<file path="src/rtl/l1d_cache_pkg.sv">
// Shared types and tree-PLRU helpers for the N-way L1D cache controller.
// Helpers work on a fixed 8-way-wide encoding; callers pass the real index width.
package l1d_cache_pkg;

    typedef enum logic [2:0] {
        READY      = 3'd0,
        WB_LOAD    = 3'd1,
        WB_WRITE   = 3'd2,
        FILL_READ  = 3'd3,
        FILL_WRITE = 3'd4
    } state_e;

    localparam int unsigned MAX_WAYS  = 8;
    localparam int unsigned MAX_NODES = MAX_WAYS - 1;
    localparam int unsigned MAX_IDX_W = 3;

    // Walk from the root; bit 0 sends the walk to the left child (2k+1).
    function automatic logic [MAX_IDX_W-1:0] plru_victim(input int unsigned idx_w,
                                                         input logic [MAX_NODES-1:0] bits);
        int unsigned node;
        node = 0;
        for (int unsigned lvl = 0; lvl < MAX_IDX_W; lvl++) begin
            if (lvl < idx_w) begin
                node = 2 * node + 1 + 32'(bits[node[2:0]]);
            end
        end
        return MAX_IDX_W'(node - ((32'd1 << idx_w) - 1));
    endfunction

    // Every node on the accessed way's path is made to point away from it.
    function automatic logic [MAX_NODES-1:0] plru_update(input int unsigned idx_w,
                                                         input logic [MAX_NODES-1:0] bits,
                                                         input logic [MAX_IDX_W-1:0] way);
        logic [MAX_NODES-1:0] res;
        int unsigned          node;
        int unsigned          b;
        logic                 dir;
        res  = bits;
        node = 0;
        for (int unsigned lvl = 0; lvl < MAX_IDX_W; lvl++) begin
            if (lvl < idx_w) begin
                b              = idx_w - 1 - lvl;
                dir            = way[b[1:0]];
                res[node[2:0]] = ~dir;
                node           = 2 * node + 1 + 32'(dir);
            end
        end
        return res;
    endfunction

endpackage

</file>
<file path="src/rtl/l1d_plru_tree.sv">
// Combinational tree-PLRU: victim index from the current bits and the bits
// updated for an access to i_way.
module l1d_plru_tree
    import l1d_cache_pkg::*;
#(
    parameter int unsigned NUM_WAYS = 4,
    localparam int unsigned IDX_W   = $clog2(NUM_WAYS),
    localparam int unsigned NODES   = NUM_WAYS - 1
) (
    input  logic [NODES-1:0] i_bits,
    input  logic [IDX_W-1:0] i_way,
    output logic [IDX_W-1:0] o_victim,
    output logic [NODES-1:0] o_bits
);

    assign o_victim = IDX_W'(plru_victim(IDX_W, MAX_NODES'(i_bits)));
    assign o_bits   = NODES'(plru_update(IDX_W, MAX_NODES'(i_bits), MAX_IDX_W'(i_way)));

endmodule

</file>
<file path="src/rtl/l1d_cache_control_nway.sv">
// N-way L1D cache controller: hit service, write-back of a dirty victim, line fill,
// tree-PLRU maintenance and saturating performance counters.
module l1d_cache_control_nway
    import l1d_cache_pkg::*;
#(
    parameter int unsigned NUM_WAYS   = 4,
    parameter int unsigned COUNT_W    = 32,
    localparam int unsigned WAY_IDX_W = $clog2(NUM_WAYS)
) (
    input  logic                 clk,
    input  logic                 rst_n,
    input  logic                 mem_read,
    input  logic                 mem_write,
    output logic                 mem_resp,
    input  logic [NUM_WAYS-1:0]  hit_way,
    input  logic [NUM_WAYS-1:0]  valid_out,
    input  logic [NUM_WAYS-1:0]  dirty_out,
    input  logic [NUM_WAYS-2:0]  plru_out,
    output logic [NUM_WAYS-2:0]  plru_in,
    output logic                 plru_W,
    output logic [NUM_WAYS-1:0]  data_W,
    output logic [NUM_WAYS-1:0]  tag_W,
    output logic [NUM_WAYS-1:0]  valid_W,
    output logic [NUM_WAYS-1:0]  dirty_W,
    output logic                 dirty_in,
    output logic                 data_in_mux_sel,
    output logic [WAY_IDX_W-1:0] way_sel,
    output logic                 pmem_addr_mux_sel,
    output logic                 load_mdr,
    output logic                 load_pmem_data_out,
    output logic                 pmem_read,
    output logic                 pmem_write,
    input  logic                 pmem_resp,
    input  logic                 hit_clear,
    input  logic                 miss_clear,
    input  logic                 wb_clear,
    output logic [COUNT_W-1:0]   hit_count,
    output logic [COUNT_W-1:0]   miss_count,
    output logic [COUNT_W-1:0]   wb_count
);

    state_e               r_state;
    state_e               w_next;
    logic [WAY_IDX_W-1:0] r_victim;
    logic [WAY_IDX_W-1:0] w_victim;
    logic [WAY_IDX_W-1:0] w_hit_idx;
    logic [WAY_IDX_W-1:0] w_inv_idx;
    logic [WAY_IDX_W-1:0] w_plru_victim;
    logic [WAY_IDX_W-1:0] w_upd_way;
    logic [WAY_IDX_W-1:0] w_unused_victim;
    logic [NUM_WAYS-2:0]  w_upd_bits;
    logic [NUM_WAYS-2:0]  w_unused_bits;
    logic [NUM_WAYS-1:0]  w_victim_oh;
    logic                 w_any_inv;
    logic                 w_req;
    logic                 w_hit;
    logic                 w_victim_dirty;
    logic [COUNT_W-1:0]   r_hit_count;
    logic [COUNT_W-1:0]   r_miss_count;
    logic [COUNT_W-1:0]   r_wb_count;

    assign w_req = mem_read | mem_write;
    assign w_hit = |hit_way;

    always_comb begin
        w_hit_idx = '0;
        for (int i = 0; i < NUM_WAYS; i++) begin
            if (hit_way[i]) w_hit_idx = w_hit_idx | WAY_IDX_W'(i);
        end
    end

    // Scan downwards so the lowest invalid way wins.
    always_comb begin
        w_any_inv = 1'b0;
        w_inv_idx = '0;
        for (int i = NUM_WAYS - 1; i >= 0; i--) begin
            if (!valid_out[i]) begin
                w_any_inv = 1'b1;
                w_inv_idx = WAY_IDX_W'(i);
            end
        end
    end

    assign w_upd_way = (r_state == FILL_WRITE) ? r_victim : w_hit_idx;

    l1d_plru_tree #(.NUM_WAYS(NUM_WAYS)) u_plru_update (
        .i_bits   (plru_out),
        .i_way    (w_upd_way),
        .o_victim (w_unused_victim),
        .o_bits   (w_upd_bits)
    );

    l1d_plru_tree #(.NUM_WAYS(NUM_WAYS)) u_plru_victim (
        .i_bits   (plru_out),
        .i_way    (w_hit_idx),
        .o_victim (w_plru_victim),
        .o_bits   (w_unused_bits)
    );

    assign w_victim       = w_any_inv ? w_inv_idx : w_plru_victim;
    assign w_victim_dirty = valid_out[w_victim] & dirty_out[w_victim];
    assign w_victim_oh    = NUM_WAYS'(1) << r_victim;

    always_ff @(posedge clk or negedge rst_n) begin
        if (!rst_n) begin
            r_state  <= READY;
            r_victim <= '0;
        end else begin
            r_state <= w_next;
            if (r_state == READY && w_req && !w_hit) r_victim <= w_victim;
        end
    end

    always_comb begin
        w_next = r_state;
        unique case (r_state)
            READY:      if (w_req && !w_hit) w_next = w_victim_dirty ? WB_LOAD : FILL_READ;
            WB_LOAD:    w_next = WB_WRITE;
            WB_WRITE:   if (pmem_resp) w_next = FILL_READ;
            FILL_READ:  if (pmem_resp) w_next = FILL_WRITE;
            FILL_WRITE: w_next = READY;
            default:    w_next = READY;
        endcase
    end

    // Outputs are gated by rst_n so nothing leaks out while reset is held.
    always_comb begin
        mem_resp           = 1'b0;
        plru_in            = '0;
        plru_W             = 1'b0;
        data_W             = '0;
        tag_W              = '0;
        valid_W            = '0;
        dirty_W            = '0;
        dirty_in           = 1'b0;
        data_in_mux_sel    = 1'b0;
        way_sel            = '0;
        pmem_addr_mux_sel  = 1'b0;
        load_mdr           = 1'b0;
        load_pmem_data_out = 1'b0;
        pmem_read          = 1'b0;
        pmem_write         = 1'b0;
        if (rst_n) begin
            unique case (r_state)
                READY: begin
                    if (w_req && w_hit) begin
                        mem_resp = 1'b1;
                        plru_W   = 1'b1;
                        plru_in  = w_upd_bits;
                        if (mem_write) begin
                            data_W   = hit_way;
                            dirty_W  = hit_way;
                            dirty_in = 1'b1;
                        end
                    end
                end
                WB_LOAD: begin
                    load_pmem_data_out = 1'b1;
                    way_sel            = r_victim;
                end
                WB_WRITE: begin
                    pmem_write        = 1'b1;
                    pmem_addr_mux_sel = 1'b1;
                    way_sel           = r_victim;
                end
                FILL_READ: begin
                    pmem_read = 1'b1;
                    load_mdr  = pmem_resp;
                end
                FILL_WRITE: begin
                    data_W          = w_victim_oh;
                    tag_W           = w_victim_oh;
                    valid_W         = w_victim_oh;
                    dirty_W         = w_victim_oh;
                    data_in_mux_sel = 1'b1;
                    plru_W          = 1'b1;
                    plru_in         = w_upd_bits;
                end
                default: ;
            endcase
        end
    end

    function automatic logic [COUNT_W-1:0] cnt_next(input logic [COUNT_W-1:0] cur,
                                                    input logic clr, input logic inc);
        if (clr) return '0;
        if (inc && cur != '1) return cur + COUNT_W'(1);
        return cur;
    endfunction

    always_ff @(posedge clk or negedge rst_n) begin
        if (!rst_n) begin
            r_hit_count  <= '0;
            r_miss_count <= '0;
            r_wb_count   <= '0;
        end else begin
            r_hit_count  <= cnt_next(r_hit_count, hit_clear, r_state == READY && w_req && w_hit);
            r_miss_count <= cnt_next(r_miss_count, miss_clear, r_state == FILL_WRITE);
            r_wb_count   <= cnt_next(r_wb_count, wb_clear, r_state == WB_WRITE && pmem_resp);
        end
    end

    assign hit_count  = r_hit_count;
    assign miss_count = r_miss_count;
    assign wb_count   = r_wb_count;

    a_hit_onehot: assert property (@(posedge clk) disable iff (!rst_n) $onehot0(hit_way))
        else $error("hit_way has more than one bit set");

endmodule

</file>
<file path="config.mk">
export PLATFORM = sky130hd
export DESIGN_NAME = l1d_cache_control_nway
export DESIGN_NICKNAME = d
export VERILOG_FILES = /design/src/rtl/l1d_cache_pkg.sv /design/src/rtl/l1d_plru_tree.sv /design/src/rtl/l1d_cache_control_nway.sv
export SDC_FILE = /design/constraint.sdc
export NUM_CORES = 1
export LEC_CHECK = 0
export CAP_MARGIN = 20
export CORE_ASPECT_RATIO = 1.25
export CORE_MARGIN = 10
export CORE_UTILIZATION = 48
export DETAILED_ROUTE_END_ITERATION = 12
export HOLD_SLACK_MARGIN = 0.1
export PLACE_DENSITY = 0.78
export SLEW_MARGIN = 20
export SYNTH_ARGS = -nofsm -noshare
export SYNTH_HDL_FRONTEND = slang
export SYNTH_HIERARCHICAL = 1
export SYNTH_SLANG_ARGS = --single-unit
</file>
<file path="constraint.sdc">
create_clock -name clk -period 2.5 [get_ports clk]
set_input_delay 0.5 -clock clk [delete_from_list [all_inputs] [get_ports clk]]
set_output_delay 0.5 -clock clk [all_outputs]
set_load 0.01 [all_outputs]
</file>
Word-level counts from Yosys, hierarchy flattened
Cells that the tools add are included.

Output and inout port bits: 126. Word-level logic and storage cells: 128. Register bits after elaboration: 101. ROM bits: 0. Bits in latches: 0. Memories kept: 0. Memory bits (writable): 0.

Reductions and logical operators: 18. Magnitude comparators: 4. Bitwise logic cells: 4. Eq/ne operators: 10. Add/sub/neg operators: 8. Mux-type cells: 78. Shift-type cells: 1. $mul: 0. Divide/modulo/power cells: 0.

Operators with widths (count): 32-bit two-way mux (12); 32-bit by 1-bit adder with 32-bit output (second input constant) (3); 32-bit != test (second input constant) (3); 1-bit two-way mux (36); 2-bit two-way mux (11); 4-bit two-way mux (5); 3-bit two-way mux (5); 3-bit one-hot mux with 4 select lines (1); 1-bit logical AND (10); 4-bit one-hot mux with 2 select lines (1); 7-bit bitwise mux (1); 3-bit by 2-bit equality test with 1-bit output (second input constant) (2); 3-bit one-hot mux with 2 select lines (1); 2-bit nonzero test (3); 1-bit by 1-bit adder with 2-bit output (first input constant) (2); 1-bit binary-select mux with 2-bit select (2); 2-bit by 4-bit less-than comparator with 1-bit output (second input constant) (1); 3-bit by 4-bit less-than comparator with 1-bit output (second input constant) (1); 2-bit != test (second input constant) (2); 4-bit OR reduction (1); 1-bit by 2-bit left shift with 4-bit output (first input constant) (1); 1-bit binary-select mux with 3-bit select (1); 1-bit demux with 3-bit select (1); 3-bit by 1-bit equality test with 1-bit output (second input constant) (1); 15 further kinds (16).

Logic depth before layout (Yosys ltp)
Depth after elaboration: 13. Mapped depth: 8.

By module
Netlist, hierarchy kept.

By module, submodules not included: l1d_cache_control_nway (times used 1, cells an instance 702, sequential area each 2527.4 um2, area each 6134.6 um2); l1d_plru_tree (times used 2, cells an instance 7, sequential area each 0.0 um2, area each 46.3 um2).

Worst setup path after synthesis
Ideal clock, no wire load.

Path kind: register to output. Start: register r_state[0]. End: output plru_in[0]. Stages on the path, launching flop included: 7. Data required time: 2.000 ns. Setup slack: 0.182 ns. Arrival time: 1.818 ns. Cells stage by stage: dfrtp_1 -> or3_1 -> nor3_2 -> buf_2 -> nor2_1 -> nor2_1 -> and2_1.

Cells in the longest elaborated chain, start to end: 11. Elaborated cells between the ends (all ways): 15. Classes of those cells: add/sub (1); order compare (2); eq/ne (1); mux (7); bitwise (2); reduce/logical (2).

Ends and longest elaborated chain: start, declared (line l1d_cache_control_nway.sv:42) `state_e r_state;`; start signal, assigned (line l1d_cache_control_nway.sv:109) `r_state <= w_next;`; 3-bit equality test (line l1d_cache_control_nway.sv:84, l1d_cache_control_nway.sv:144); 2-bit two-way mux (line l1d_cache_control_nway.sv:84) `assign w_upd_way = (r_state == FILL_WRITE) ? r_victim : w_hit_idx;`; 1-bit by 1-bit adder with 2-bit output (line l1d_cache_pkg.sv:45) `node = 2 * node + 1 + 32'(dir);`; 3-bit by 4-bit less-than comparator with 1-bit output (not written as such) or 3-bit by 1-bit greater-or-equal comparator with 1-bit output (tied branches) (line l1d_cache_pkg.sv:44) `res[node[2:0]] = ~dir;`; 1-bit logical AND (not written as such) (line l1d_cache_pkg.sv:44); 1-bit two-way mux (not written as such) (line l1d_cache_pkg.sv:44); 1-bit demux with 3-bit select; 7-bit bitwise mux (line l1d_cache_pkg.sv:44); 3-bit two-way mux (line l1d_cache_control_nway.sv:146) `if (w_req && w_hit) begin`; 3-bit one-hot mux with 2 select lines (*) (line l1d_cache_control_nway.sv:144) `unique case (r_state)`; 3-bit two-way mux (*) (line l1d_cache_control_nway.sv:143) `if (rst_n) begin`; end, declared (line l1d_cache_control_nway.sv:19) `output logic [NUM_WAYS-2:0] plru_in,`.

Every way passes the cells marked *; elsewhere a longest branch is shown, timed or not.

Worst setup path after layout
Start: register r_state[2]. End: output pmem_addr_mux_sel.

Cells in the longest elaborated chain, start to end: 3.

Ends and longest elaborated chain: 3-bit by 2-bit equality test with 1-bit output (line l1d_cache_control_nway.sv:144); 1-bit two-way mux (line l1d_cache_control_nway.sv:144); 1-bit two-way mux (line l1d_cache_control_nway.sv:143); end, declared (line l1d_cache_control_nway.sv:28) `output logic pmem_addr_mux_sel,`.

Every way passes these cells.

==> run_results.csv <==
group,metric,value,unit
timing,fin_setup_tns,-0.00702,ns
timing,skew,0.00838,ns
pwr,ir_worst_vdd,0.302,mV
hold_path,min_path_type,"input pin to asynchronous set/reset pin",
clock_tree,cts.sink_count,101,
routing,wl_per_cell,17.7,um
worst_setup_path,rr_worst_depth,9,
clock_tree,h-tree-depth,3,
routing,drt-initial-drc-count,531,
die,die_area,17800,sq um
worst_setup_path,reg2reg_from,"wb_count[0]$_DFFE_PN0P_",
cells_and_area,diodes,0,
die,initial_core_util,0.488,
die,core-area,12700,sq um
timing,rsz0062_at_grt,"true",
status,status,"finished, violations left",
die,rows,46,
cells_and_area,final.fill_count,1034,
logic_synthesis,netlist_area,6180,sq um
logic_synthesis,synth_nets,735,
timing,setup_viol,1,
global_routing,grt_overflow,0,
cells_and_area,drive_gt1_frac,0.154,
pwr,leakagePower,0.00344,uW
logic_synthesis,synth_cells,709,
worst_setup_path,required,2.00,ns
die,die_w,121,um
timing,period_share,1.00,
cells_and_area,final_cell_mix,"clkdlybuf4s50_1, dfrtp_1, nor2_1",
clock_tree,cts_root_buf,"clkbuf_16",
routing,wirelength,18.7,mm
cells_and_area,mostFrequentLayoutCell,"clkdlybuf4s50_1",
timing,finalHoldViolations,0,
placed_design,post-place-cells,1034,
worst_setup_path,cp-end-kind,"output pin",
placed_design,portBuffers,148,
global_routing,grt_pass1_vias,6211,
routing,drt-vias-per-instance,6.03,
logic_synthesis,yosysWarnings,6,
logic_synthesis,synth.avg_cell_area,8.72,sq um
cells_and_area,instances_no_fill,1059,
worst_setup_path,cp_max_fo,6,
timing,fin_ws,-0.00702,ns
global_routing,grt_pass1_wl,30.5,mm
status,violations,"setup timing",
worst_setup_path,path_cells,"buf_6, buf_4, nor2b_2, and3_1, clkdlybuf4s50_1",
timing,slew_viol_final,0,
global_routing,antenna_found_initial,0,
worst_setup_path,worst_path_max_delay_cell,"clkdlybuf4s50_1",
clock_tree,cts.path.max_buffers,2,
worst_setup_path,max_stage_delay,0.55,ns
routing,num_vias,6387,
flow_run,cap_violations,0,
clock_tree,insertion_delay,0.34,ns
routing,drc,0,
worst_setup_path,critPathLaunchType,"flop",
timing,layout_min_cycle_time,2.51,ns
cells_and_area,synthToLayoutAreaGrowth,38.1,%
clock_tree,tritoncts,"done",
timing,worstMarginPinSlew,0.798,ns
global_routing,grt_max_degree,65,
cells_and_area,nNetsFinal,912,
worst_setup_path,critPathArrivalTime,2.01,ns
placed_design,place.gp.congestion,0.871,
timing,relSlewSlack,0.468,
routing,first_pass_iters,6,
worst_setup_path,critPathKind,"flop to output pin",
routing,ant_nets,0,
global_routing,grt_usage,0.202,
die,die_h,147,um
pwr,power_density,498,nW/um^2
clock_tree,path_clk_slew,0.07,ns
die,ios,149,
worst_setup_path,reg2reg_to,"wb_count[14]$_DFFE_PN0P_",
timing,timing.fmax,399,MHz
placed_design,hpwl,13.8,mm
clock_tree,cts_buffers,9,
worst_setup_path,reg2reg_slack,0.12,ns
==> registers in the layout, indices dropped and copies added (netlist names) <==
signal and count:
miss_count 32, hit_count 32, r_victim 2, r_state 3, wb_count 32
==> metrics by stage <==
stage | hold WS (ns) | setup WS, ns | util | cell area, sq um | total power, uW
6_report | 0.269 | -0.00702 | 0.674 | 8530 | 4250
5_1_grt | 0.302 | -0.0531 | 0.674 | 8530 | 4440
4_1_cts | 0.280 | 0.00457 | 0.666 | 8430 | 4200
3_5_place_dp | 0.343 | -0.351 | 0.637 | 8070 | 2680
3_3_place_gp | 0.344 | -0.343 | 0.637 | 8070 | 2660
2_1_floorplan | 0.204 | 0.182 | - | 6180 | 2230
==> metal layers <==
layer | global-route usage | part of all wire | routed length [um] | up-vias
met1 | 0.240 | 0.40 | 7560 | 3190
met5 | 0 | 0 | 0 | -
li1 | - | - | - | 2995
met2 | 0.358 | 0.53 | 9860 | 183
met4 | 0.0573 | 0.013 | 241 | 0
met3 | 0.0410 | 0.057 | 1070 | 19
==> layout make-up <==
type,instances,area [sq um],share of cell area
Sequential cell,101,2530,0.296
Timing Repair Buffer,211,1960,0.229
Clock inverter,7,93.8,0.0110
Multi-Input combinational cell,544,3450,0.404
Inverter,19,71.3,0.00836
Tap cell,168,210,0.0246
Clock buffer,9,225,0.0264
==> where the power goes <==
| part | internal, uW | switching [uW] |
|---|---|---|
| registers | 1680 | 79.7 |
| clock network | 804 | 680 |
| logic | 479 | 530 |
==> how the worst max path moves through the flow <==
stage	from	end	depth (start not counted)
after global placement	hit_way[3]	plru_in[1]	8
after CTS	r_state[2]$_DFFE_PN0P_	plru_in[1]	7
after detailed placement	hit_way[3]	plru_in[1]	8
final	r_state[2]$_DFFE_PN0P_	pmem_addr_mux_sel	5
after global routing	r_state[2]$_DFFE_PN0P_	pmem_addr_mux_sel	5
after floorplan	r_state[0]$_DFFE_PN0P_	plru_in[0]	6
==> critical path: cells and delay by family (launching register included) <==
| family | cells | cell delay, ns |
|---|---|---|
| buf+inv | 3 | 0.83 |
| flops | 1 | 0.44 |
| simple gates | 2 | 0.39 |
==> repair_timing <==
action	CTS	global route
endpoints found under the hold margin	5	0
hold buffers	1	0
gates cloned	0	0
buffers inserted	2	6
gates resized for setup	42	30
endpoints found under the setup margin	22	21
pin swaps	4	5
Power figures use the tool's default switching activity.
